--- config.mk ---
export PLATFORM = sky130hd
export DESIGN_NAME = cic_decim
export DESIGN_NICKNAME = d
export VERILOG_FILES = /design/src/rtl/cic_decim_pkg.sv /design/src/rtl/cic_comb_stage.sv /design/src/rtl/cic_decim.sv
export SDC_FILE = /design/constraint.sdc
export NUM_CORES = 2
export LEC_CHECK = 0
export ABC_CLOCK_PERIOD_IN_PS = 3300
export CORE_MARGIN = 10
export CORE_UTILIZATION = 55
export DETAILED_ROUTE_END_ITERATION = 16
export GPL_TIMING_DRIVEN = 0
export MAX_ROUTING_LAYER = met4
export PLACE_DENSITY = 0.8
export SLEW_MARGIN = 20
export SYNTH_ARGS = -nofsm -noshare
export SYNTH_HDL_FRONTEND = slang
export SYNTH_SLANG_ARGS = --single-unit
--- constraint.sdc ---
create_clock -name clk -period 3.3 [get_ports clk]
set_clock_uncertainty 0.05 [all_clocks]
set_input_delay 0.99 -clock clk [delete_from_list [all_inputs] [get_ports clk]]
set_output_delay 0.99 -clock clk [all_outputs]
set_load 0.01 [all_outputs]
--- src/rtl/cic_decim_pkg.sv ---
// Shared receiver constants for the CIC decimator and the saturate/round stage it feeds.
// Holds the default geometry and the accumulator width legality rule.
package cic_decim_pkg;

    localparam int unsigned CIC_IN_SIZE  = 16;
    localparam int unsigned CIC_STAGES   = 3;
    localparam int unsigned CIC_DEC_RATE = 32;
    localparam int unsigned CIC_ACC_SIZE = 34;

    // Bit growth of an N-stage, M=1 CIC decimating by R is N*ceil(log2(R)).
    function automatic int unsigned cic_min_acc(
        input int unsigned in_size,
        input int unsigned stages,
        input int unsigned dec_rate
    );
        return in_size + stages * $clog2(dec_rate);
    endfunction

    function automatic bit cic_cfg_ok(
        input int unsigned in_size,
        input int unsigned stages,
        input int unsigned dec_rate,
        input int unsigned acc_size
    );
        return (stages >= 1) && (stages <= 5) &&
               (dec_rate >= stages + 1) && (dec_rate <= 64) &&
               (acc_size >= cic_min_acc(in_size, stages, dec_rate));
    endfunction

    // Width of the downstream saturate/round input, which takes q1/q2 unmodified.
    localparam int unsigned CIC_SAT_IN_SIZE = CIC_ACC_SIZE;

endpackage

--- src/rtl/cic_comb_stage.sv ---
// One registered comb (y = x - x_prev) for both I/Q channels, advanced only on the decimation token.
// The token is delayed alongside the data so the chain carries its own strobe.
module cic_comb_stage
    import cic_decim_pkg::*;
#(
    parameter int unsigned WIDTH = CIC_ACC_SIZE
) (
    input  logic                    clk,
    input  logic                    reset_n,
    input  logic                    sync,
    input  logic                    en,
    input  logic signed [WIDTH-1:0] x1,
    input  logic signed [WIDTH-1:0] x2,
    output logic                    tok,
    output logic signed [WIDTH-1:0] y1,
    output logic signed [WIDTH-1:0] y2
);

    logic signed [WIDTH-1:0] prev1;
    logic signed [WIDTH-1:0] prev2;

    // sync leaves y untouched so the last published output holds until the next strobe.
    always_ff @(posedge clk or negedge reset_n) begin
        if (!reset_n) begin
            tok   <= 1'b0;
            prev1 <= '0;
            prev2 <= '0;
            y1    <= '0;
            y2    <= '0;
        end else if (sync) begin
            tok   <= 1'b0;
            prev1 <= '0;
            prev2 <= '0;
        end else begin
            tok <= en;
            if (en) begin
                y1    <= x1 - prev1;
                y2    <= x2 - prev2;
                prev1 <= x1;
                prev2 <= x2;
            end
        end
    end

endmodule

--- src/rtl/cic_decim.sv ---
// Two-channel (I/Q) CIC decimator: STAGES integrators at input rate, STAGES combs at output rate.
// All arithmetic wraps modulo 2^ACC_SIZE; out_valid is a single-cycle push with no backpressure.
module cic_decim
    import cic_decim_pkg::*;
#(
    parameter int unsigned IN_SIZE  = CIC_IN_SIZE,
    parameter int unsigned STAGES   = CIC_STAGES,
    parameter int unsigned DEC_RATE = CIC_DEC_RATE,
    parameter int unsigned ACC_SIZE = CIC_ACC_SIZE
) (
    input  logic                       clk,
    input  logic                       reset_n,
    input  logic                       sync,
    input  logic                       in_valid,
    input  logic signed [IN_SIZE-1:0]  d1,
    input  logic signed [IN_SIZE-1:0]  d2,
    output logic                       out_valid,
    output logic signed [ACC_SIZE-1:0] q1,
    output logic signed [ACC_SIZE-1:0] q2
);

    localparam int unsigned PW = $clog2(DEC_RATE);

    if (!cic_cfg_ok(IN_SIZE, STAGES, DEC_RATE, ACC_SIZE)) begin : g_bad_cfg
        $error("cic_decim: illegal IN_SIZE/STAGES/DEC_RATE/ACC_SIZE combination");
    end

    logic signed [ACC_SIZE-1:0] x1;
    logic signed [ACC_SIZE-1:0] x2;
    logic [PW-1:0]              phase;
    logic                       phase_last;
    logic                       tok_int;
    logic                       tok_samp;
    logic signed [ACC_SIZE-1:0] samp1;
    logic signed [ACC_SIZE-1:0] samp2;

    assign x1         = ACC_SIZE'(d1);
    assign x2         = ACC_SIZE'(d2);
    assign phase_last = (phase == PW'(DEC_RATE - 1));

    // Phase counter and decimation token, shared by both channels.
    always_ff @(posedge clk or negedge reset_n) begin
        if (!reset_n) begin
            phase   <= '0;
            tok_int <= 1'b0;
        end else if (sync) begin
            phase   <= '0;
            tok_int <= 1'b0;
        end else begin
            tok_int <= in_valid && phase_last;
            if (in_valid) begin
                phase <= phase_last ? '0 : phase + PW'(1);
            end
        end
    end

    // Each integrator adds the previous stage's registered value, so the chain is pipelined.
    for (genvar g = 0; g < STAGES; g++) begin : g_integ
        logic signed [ACC_SIZE-1:0] feed1;
        logic signed [ACC_SIZE-1:0] feed2;
        logic signed [ACC_SIZE-1:0] acc1;
        logic signed [ACC_SIZE-1:0] acc2;

        if (g == 0) begin : g_first
            assign feed1 = x1;
            assign feed2 = x2;
        end else begin : g_next
            assign feed1 = g_integ[g-1].acc1;
            assign feed2 = g_integ[g-1].acc2;
        end

        always_ff @(posedge clk or negedge reset_n) begin
            if (!reset_n) begin
                acc1 <= '0;
                acc2 <= '0;
            end else if (sync) begin
                acc1 <= '0;
                acc2 <= '0;
            end else if (in_valid) begin
                acc1 <= acc1 + feed1;
                acc2 <= acc2 + feed2;
            end
        end
    end

    // The last integrator is captured the cycle after the token, i.e. including the token sample.
    always_ff @(posedge clk or negedge reset_n) begin
        if (!reset_n) begin
            tok_samp <= 1'b0;
            samp1    <= '0;
            samp2    <= '0;
        end else if (sync) begin
            tok_samp <= 1'b0;
            samp1    <= '0;
            samp2    <= '0;
        end else begin
            tok_samp <= tok_int;
            if (tok_int) begin
                samp1 <= g_integ[STAGES-1].acc1;
                samp2 <= g_integ[STAGES-1].acc2;
            end
        end
    end

    for (genvar g = 0; g < STAGES; g++) begin : g_comb
        logic                       en;
        logic signed [ACC_SIZE-1:0] x1c;
        logic signed [ACC_SIZE-1:0] x2c;
        logic                       tok;
        logic signed [ACC_SIZE-1:0] y1;
        logic signed [ACC_SIZE-1:0] y2;

        if (g == 0) begin : g_first
            assign en  = tok_samp;
            assign x1c = samp1;
            assign x2c = samp2;
        end else begin : g_next
            assign en  = g_comb[g-1].tok;
            assign x1c = g_comb[g-1].y1;
            assign x2c = g_comb[g-1].y2;
        end

        cic_comb_stage #(
            .WIDTH (ACC_SIZE)
        ) u_comb (
            .clk     (clk),
            .reset_n (reset_n),
            .sync    (sync),
            .en      (en),
            .x1      (x1c),
            .x2      (x2c),
            .tok     (tok),
            .y1      (y1),
            .y2      (y2)
        );
    end

    assign out_valid = g_comb[STAGES-1].tok;
    assign q1        = g_comb[STAGES-1].y1;
    assign q2        = g_comb[STAGES-1].y2;

endmodule

* Word level (Yosys, flattened, before mapping)
Index checks and enable logic that the tools add are counted.
** Cells by class
- Add/subtract/negate cells :: 13
- Eq/ne operators :: 1
- Mux-type cells :: 36
- Bitwise gates (word level) :: 1
- Reductions and logical operators :: 9
** Operator list (count)
- 2-to-1 mux 34 bit :: 28
- subtractor 34 bit :: 6
- adder 34 bit :: 4
- adder 34 x 16 -> 34 bit :: 2
- 2-to-1 mux 5 bit :: 3
- nonzero test 2 bit :: 5
- AND reduction 2 bit :: 3
- adder 5 x 1 -> 5 bit, second input constant :: 1
- equality test 5 bit, second input constant :: 1
- 2-to-1 mux 1 bit :: 5
- logical AND 1 bit :: 1
- inverter 1 bit :: 1
** Storage, ports and cells
- Register bits :: 690
- Bits of input ports :: 36
- Output and inout port bits :: 69
- Logic and storage cells :: 86

* Depth between registers and ports, before layout
- Depth after elaboration :: 4
- Gate-level depth with buffers :: 15
- Mapped depth without buffers :: 15

* Cells and area by module
Synthesis repeated with hierarchy kept, for this count alone.
** Unflattened totals
- Cells, all modules :: 5438
- Area total of the unflattened synthesis :: 47942.2 um2
** Modules (own cells, without submodules)
- cic_decim :: instances 1, cells an instance 2289, area each 20776.2 um2, sequential area each 6981.7 um2
- cic_comb_stage (g_comb[0].u_comb ...) :: instances 2, cells an instance 1064, area each 9090.0 um2, sequential area each 3428.3 um2
- cic_comb_stage (g_comb[2].u_comb) :: instances 1, cells an instance 1021, area each 8986.1 um2, sequential area each 3428.3 um2

* Least setup slack after synthesis
No wires, ideal clock.
- Kind :: input port to flip-flop
- Start :: input port d1[0]
- End :: register g_integ[0].acc1[26]
- Data arrival time :: 3.449 ns
- Setup slack :: -0.328 ns
- Cell stages on the path :: 14
- Cell sequence :: ha_1 -> inv_1 -> fa_1 -> nor2b_1 -> o31ai_2 -> a21oi_1 -> a221oi_2 -> a21oi_1 -> o41a_1 -> a21o_1 -> a21o_1 -> a21oi_1 -> xor2_1 -> o21ai_1
** On the way
- Longest elaborated chain between the ends :: 3
** RTL lines
- start: declaration :: RTL line cic_decim.sv:15 : input logic signed [IN_SIZE-1:0] d1,
- adder 34 x 16 -> 34 bit :: RTL line cic_decim.sv:80 : acc1 <= acc1 + feed1;
- 2-to-1 mux 34 bit :: RTL line cic_decim.sv:79 : end else if (in_valid) begin
- 2-to-1 mux 34 bit :: RTL line cic_decim.sv:76 : end else if (sync) begin
- end signal: assignment :: RTL line cic_decim.sv:80
- end: declaration :: RTL line cic_decim.sv:61 : logic signed [ACC_SIZE-1:0] acc1;
No other way between the ends. The select of a mux whose other input is x is not followed.
A chain may end at the register's enable or synchronous reset.

* Final worst setup path
- Start :: register g_comb[1].u_comb.y1[0]
- End :: register g_comb[2].u_comb.y1[30]
** On the way
- Longest elaborated chain between the ends :: 1
** RTL lines
- start: declaration :: RTL line cic_comb_stage.sv:15 : output logic signed [WIDTH-1:0] y1,
- start signal: assignment :: RTL line cic_comb_stage.sv:37 : y1 <= x1 - prev1;
- subtractor 34 bit :: RTL line cic_comb_stage.sv:37
- end signal: assignment :: RTL line cic_comb_stage.sv:37
- end: declaration :: RTL line cic_comb_stage.sv:15
No other way between the ends.

==> impl_metrics.json <==
{
  "outcome": "finished, violations left",
  "violated_checks": "setup timing",
  "share_seq_of_total_power_pct": 40.7,
  "synth_instances": 5119,
  "synth_compound_gate_area_share_pct": 18.81,
  "ys_seq_area_share_pct": 37.48,
  "cp-end-kind": "flip-flop",
  "required_ns": 3.75,
  "fin_ws_ns": -0.07934,
  "cts.sink_count": 690,
  "final_cells": 6544,
  "route.antenna.remaining_nets": 0,
  "via_count": 38179,
  "drt_drc_violations_left": 0,
  "grt_overflow_total": 0,
  "power.density_nw_per_um2": 421.6,
  "mappedNetlistNets": 5565,
  "rsz0062_at_grt": "true",
  "post_drt_via_cell_ratio": 5.834,
  "place_worst_setup_slack_ns": -1.420,
  "total_neg_setup_slack_ns": -0.1556,
  "multi_input_logic_area_um2": 28590,
  "adder_cell_share_of_the_synthesized_area_pct": 11.33,
  "area.growth.synth_to_final_pct": 16.92,
  "setup.worst_path.class": "reg -> reg",
  "timing_worst_slew_pin_value_ns": 1.152,
  "final_setup_violating_endpoints": 5,
  "number_of_pins_exceeding_their_max_slew_limit_in_the_final_report": 0,
  "detail_route.first_pass.iterations": 5,
  "die_w_um": 309.4,
  "timing.hold.ws_ns": 0.2355,
  "critical_path_source_type": "flip-flop",
  "synth-edff-count": 0,
  "synthArstFlopShare_pct": 100.0,
  "worst_ir_drop_vdd_uv": 378.5,
  "final.fill_count": 6611,
  "sequential_cell_area_um2": 17280,
  "antenna_found_initial": 1,
  "slew-limit-headroom_pct": 23.19,
  "netSwitchingPower_mw": 6.484,
  "setup.reg_to_reg.worst_slack_ns": -0.08,
  "wire_length_of_the_first_global_routing_pass_mm": 191.6,
  "hp-class": "in -> async",
  "hold_viol": 0,
  "synth_top_family_by_area": "compound AO/OA/AOI/OAI gates",
  "insertion_delay_ns": 0.62,
  "clock_tree.htree_level_count": 3,
  "floorplan.initialDensity_pct": 55.31,
  "finalCriticalPeriod_ns": 3.379,
  "synthSimpleGateAreaFrac_pct": 13.74,
  "dr.first_iter.drc_count": 2493,
  "internal-power_mw": 16.22,
  "ys_warn_count": 0,
  "wl_per_cell_um": 18.25,
  "detailed_place.area_um2": 48840,
  "drv_cap": 0,
  "max_freq_mhz": 295.9,
  "synth_mux_area_share_pct": 8.010,
  "dieHeight_um": 309.4,
  "final_nets": 5848,
  "routed_wirelength_mm": 119.4,
  "p_comb_share_pct": 18.4,
  "sw_frac_of_total_pct": 28.56,
  "gpl_congestion": 0.9077,
  "cts_inserted_buffers": 76,
  "summed_instance_area_of_the_synthesized_netlist_um2": 46070,
  "path_clk_slew_ns": 0.06,
  "final_area_um2": 53860,
  "postSynthAreaPerCell_um2": 8.999,
  "power.share.clock_pct": 40.8,
  "fraction_of_final_layout_cells_sized_beyond_drive_strength_1_pct": 9.519,
  "synthXorXnorAreaFrac_pct": 6.502,
  "dp.cells": 6309,
  "report.power.total_mw": 22.71,
  "yosys_reg_bits": 690,
  "io_pins": 105,
  "design.core.area_um2": 83290,
  "timing.critical_path.fanout_max": 3,
  "cts_root_buf": "sky130_fd_sc_hd__clkbuf_16",
  "cts_tree": "built",
  "worst_ep_arrival_time_ns": 3.83,
  "port_buffers": 102,
  "ys.flop_type": "sky130_fd_sc_hd__dfrtp_1",
  "standard_cell_rows": 106,
  "fin_crit_sh_pct": 102.4,
  "die-area_um2": 95730,
  "grt_max_degree": 100,
  "dp_hpwl_mm": 87.51,
  "share_of_the_core_filled_with_cells_pct": 64.67,
  "total_of_hold_buffers_inserted_after_clock_tree_synthesis": 0,
  "synthDistinctLibCells": 93,
  "cts_buffer_depth": 3,
  "static-leakage-power_nw": 25.04,
  "global_route.usage.total_pct": 24.86,
  "grt_pass1_vias": 37188
}
-- power by group through the flow --
stage	Combinational, mW	Sequential [mW]	Clock (mW)
after global routing	4.63	9.27	9.73
after floorplan	2.85	9.15	0
final	4.19	9.25	9.27
after global placement	3.61	9.36	0
after detailed placement	3.74	9.34	0
after CTS	3.88	9.20	9.37
-- routing by layer --
layer | GRT usage [%] | vias to the layer above | wire length (um) | share of wire, %
li1 | - | 18605 | - | -
met1 | 31.64 | 18385 | 52590 | 44
met2 | 41.18 | 950 | 57170 | 48
met3 | 3.231 | 239 | 5925 | 5.0
met4 | 7.450 | 0 | 3720 | 3.1
met5 | - | - | 0 | 0
-- critical path: stages, from the launching register on --
cell and delay, ns:
sky130_fd_sc_hd__dfrtp_1 0.39, sky130_fd_sc_hd__inv_1 0.07, sky130_fd_sc_hd__ha_2 0.18, sky130_fd_sc_hd__inv_2 0.04
sky130_fd_sc_hd__fa_2 0.36, sky130_fd_sc_hd__a21o_1 0.18, sky130_fd_sc_hd__a21oi_2 0.17, sky130_fd_sc_hd__nand2b_4 0.16
sky130_fd_sc_hd__a31o_4 0.19, sky130_fd_sc_hd__o221ai_4 0.10, sky130_fd_sc_hd__a221o_1 0.36, sky130_fd_sc_hd__a21oi_4 0.27
sky130_fd_sc_hd__o21ai_4 0.11, sky130_fd_sc_hd__a221oi_2 0.27, sky130_fd_sc_hd__xor2_1 0.24, sky130_fd_sc_hd__o21ai_1 0.10
-- worst paths after layout --
kind	from	endpoint	cells after the start
worst max-delay path	g_comb[1].u_comb.y1[0]$_DFFE_PN0P_	g_comb[2].u_comb.y1[30]$_DFFE_PN0P_	15
worst min-delay path	reset_n	g_comb[2].u_comb.y2[16]$_DFFE_PN0P_	1
worst max register to register	g_comb[1].u_comb.y1[0]$_DFFE_PN0P_	g_comb[2].u_comb.y1[30]$_DFFE_PN0P_	15
worst min register to register	g_comb[2].u_comb.y2[21]$_DFFE_PN0P_	g_comb[2].u_comb.y2[21]$_DFFE_PN0P_	2
max in group asynchronous	reset_n	g_integ[1].acc1[1]$_DFFE_PN0P_	4
min in group clk	g_comb[2].u_comb.y2[21]$_DFFE_PN0P_	g_comb[2].u_comb.y2[21]$_DFFE_PN0P_	2
-- cell usage after synthesis, drive strengths merged (39+ instances only) --
| library cell | instances | area, um^2 |
|---|---|---|
| o21a | 39 | 292.8 |
| clkbuf | 176 | 660.6 |
| dfrtp | 690 | 17270 |
| nor2 | 561 | 2108 |
| o21bai | 52 | 390.4 |
| ha | 398 | 4980 |
| nor3 | 45 | 225.2 |
| a21oi | 348 | 1772 |
| a31oi | 58 | 362.9 |
| xnor2 | 200 | 1752 |
| inv | 305 | 1145 |
| a21o | 223 | 1674 |
| o21ai | 412 | 2066 |
| nand2 | 465 | 1748 |
| xor2 | 142 | 1244 |
| a211oi | 55 | 412.9 |
| nor2b | 65 | 406.6 |
| nand3 | 66 | 330.3 |
| mux2i | 366 | 3664 |
| nand2b | 52 | 325.3 |
-- cells by family (layout without fill, tap and decap cells) --
kind of cell | count (synthesis) | in the layout
buffers and inverters | 504 | 848
other | 0 | 1
adders and majority gates | 410 | 410
xor gates and xnor gates | 342 | 342
muxes | 368 | 368
DFF | 690 | 690
AOI/OAI and AO/OA | 1378 | 1378
and+or+nand+nor | 1427 | 1427
-- final cells by class --
class | instances | share of cell area [%]
multi-input combinational | 3925 | 53.07
sequential | 690 | 32.07
clock buffer | 102 | 4.091
timing repair buffer | 205 | 3.666
tap | 1080 | 2.509
inverter | 306 | 2.132
buffer | 198 | 1.438
clock inverter | 37 | 1.013
antenna | 1 | 0.004646
-- timing repair --
action | CTS | global route
pin swaps | 73 | 145
endpoints found under the setup margin | 97 | 105
setup buffers | 37 | 59
gates resized for setup | 121 | 239
-- layout by cell type (no fill, tap or decap), types with 45 or more instances in the layout --
cell type                         Yosys  layout
sky130_fd_sc_hd__inv_1              305     297
sky130_fd_sc_hd__a21oi_1            342     309
sky130_fd_sc_hd__o21ai_0            400     353
sky130_fd_sc_hd__clkbuf_1           176     181
sky130_fd_sc_hd__xnor2_1            200     199
sky130_fd_sc_hd__nor2b_1             65      63
sky130_fd_sc_hd__nand3_1             66      65
sky130_fd_sc_hd__nor2_1             560     557
sky130_fd_sc_hd__a211oi_1            55      45
sky130_fd_sc_hd__dfrtp_1            690     683
sky130_fd_sc_hd__clkdlybuf4s50_1      0      76
sky130_fd_sc_hd__mux2i_1            366     366
sky130_fd_sc_hd__a21o_1             223     223
sky130_fd_sc_hd__clkbuf_16            0      79
sky130_fd_sc_hd__xor2_1             142     140
sky130_fd_sc_hd__o21bai_1            52      51
sky130_fd_sc_hd__nand2b_1            52      49
sky130_fd_sc_hd__ha_1               398     344
sky130_fd_sc_hd__nand2_1            464     459
sky130_fd_sc_hd__buf_4                2      95
-- registers in the layout, summed over array words and instances (netlist names) --
signal,count
g_comb.u_comb.prev1,102
g_comb.u_comb.y1,102
tok_int,1
g_comb.x1c,34
phase,5
g_comb.en,1
g_integ.acc2,102
g_comb.u_comb.prev2,102
g_comb.x2c,34
g_comb.u_comb.y2,102
g_integ.acc1,102
g_comb.u_comb.tok,3
No activity file was read; power rests on OpenSTA's default activity.
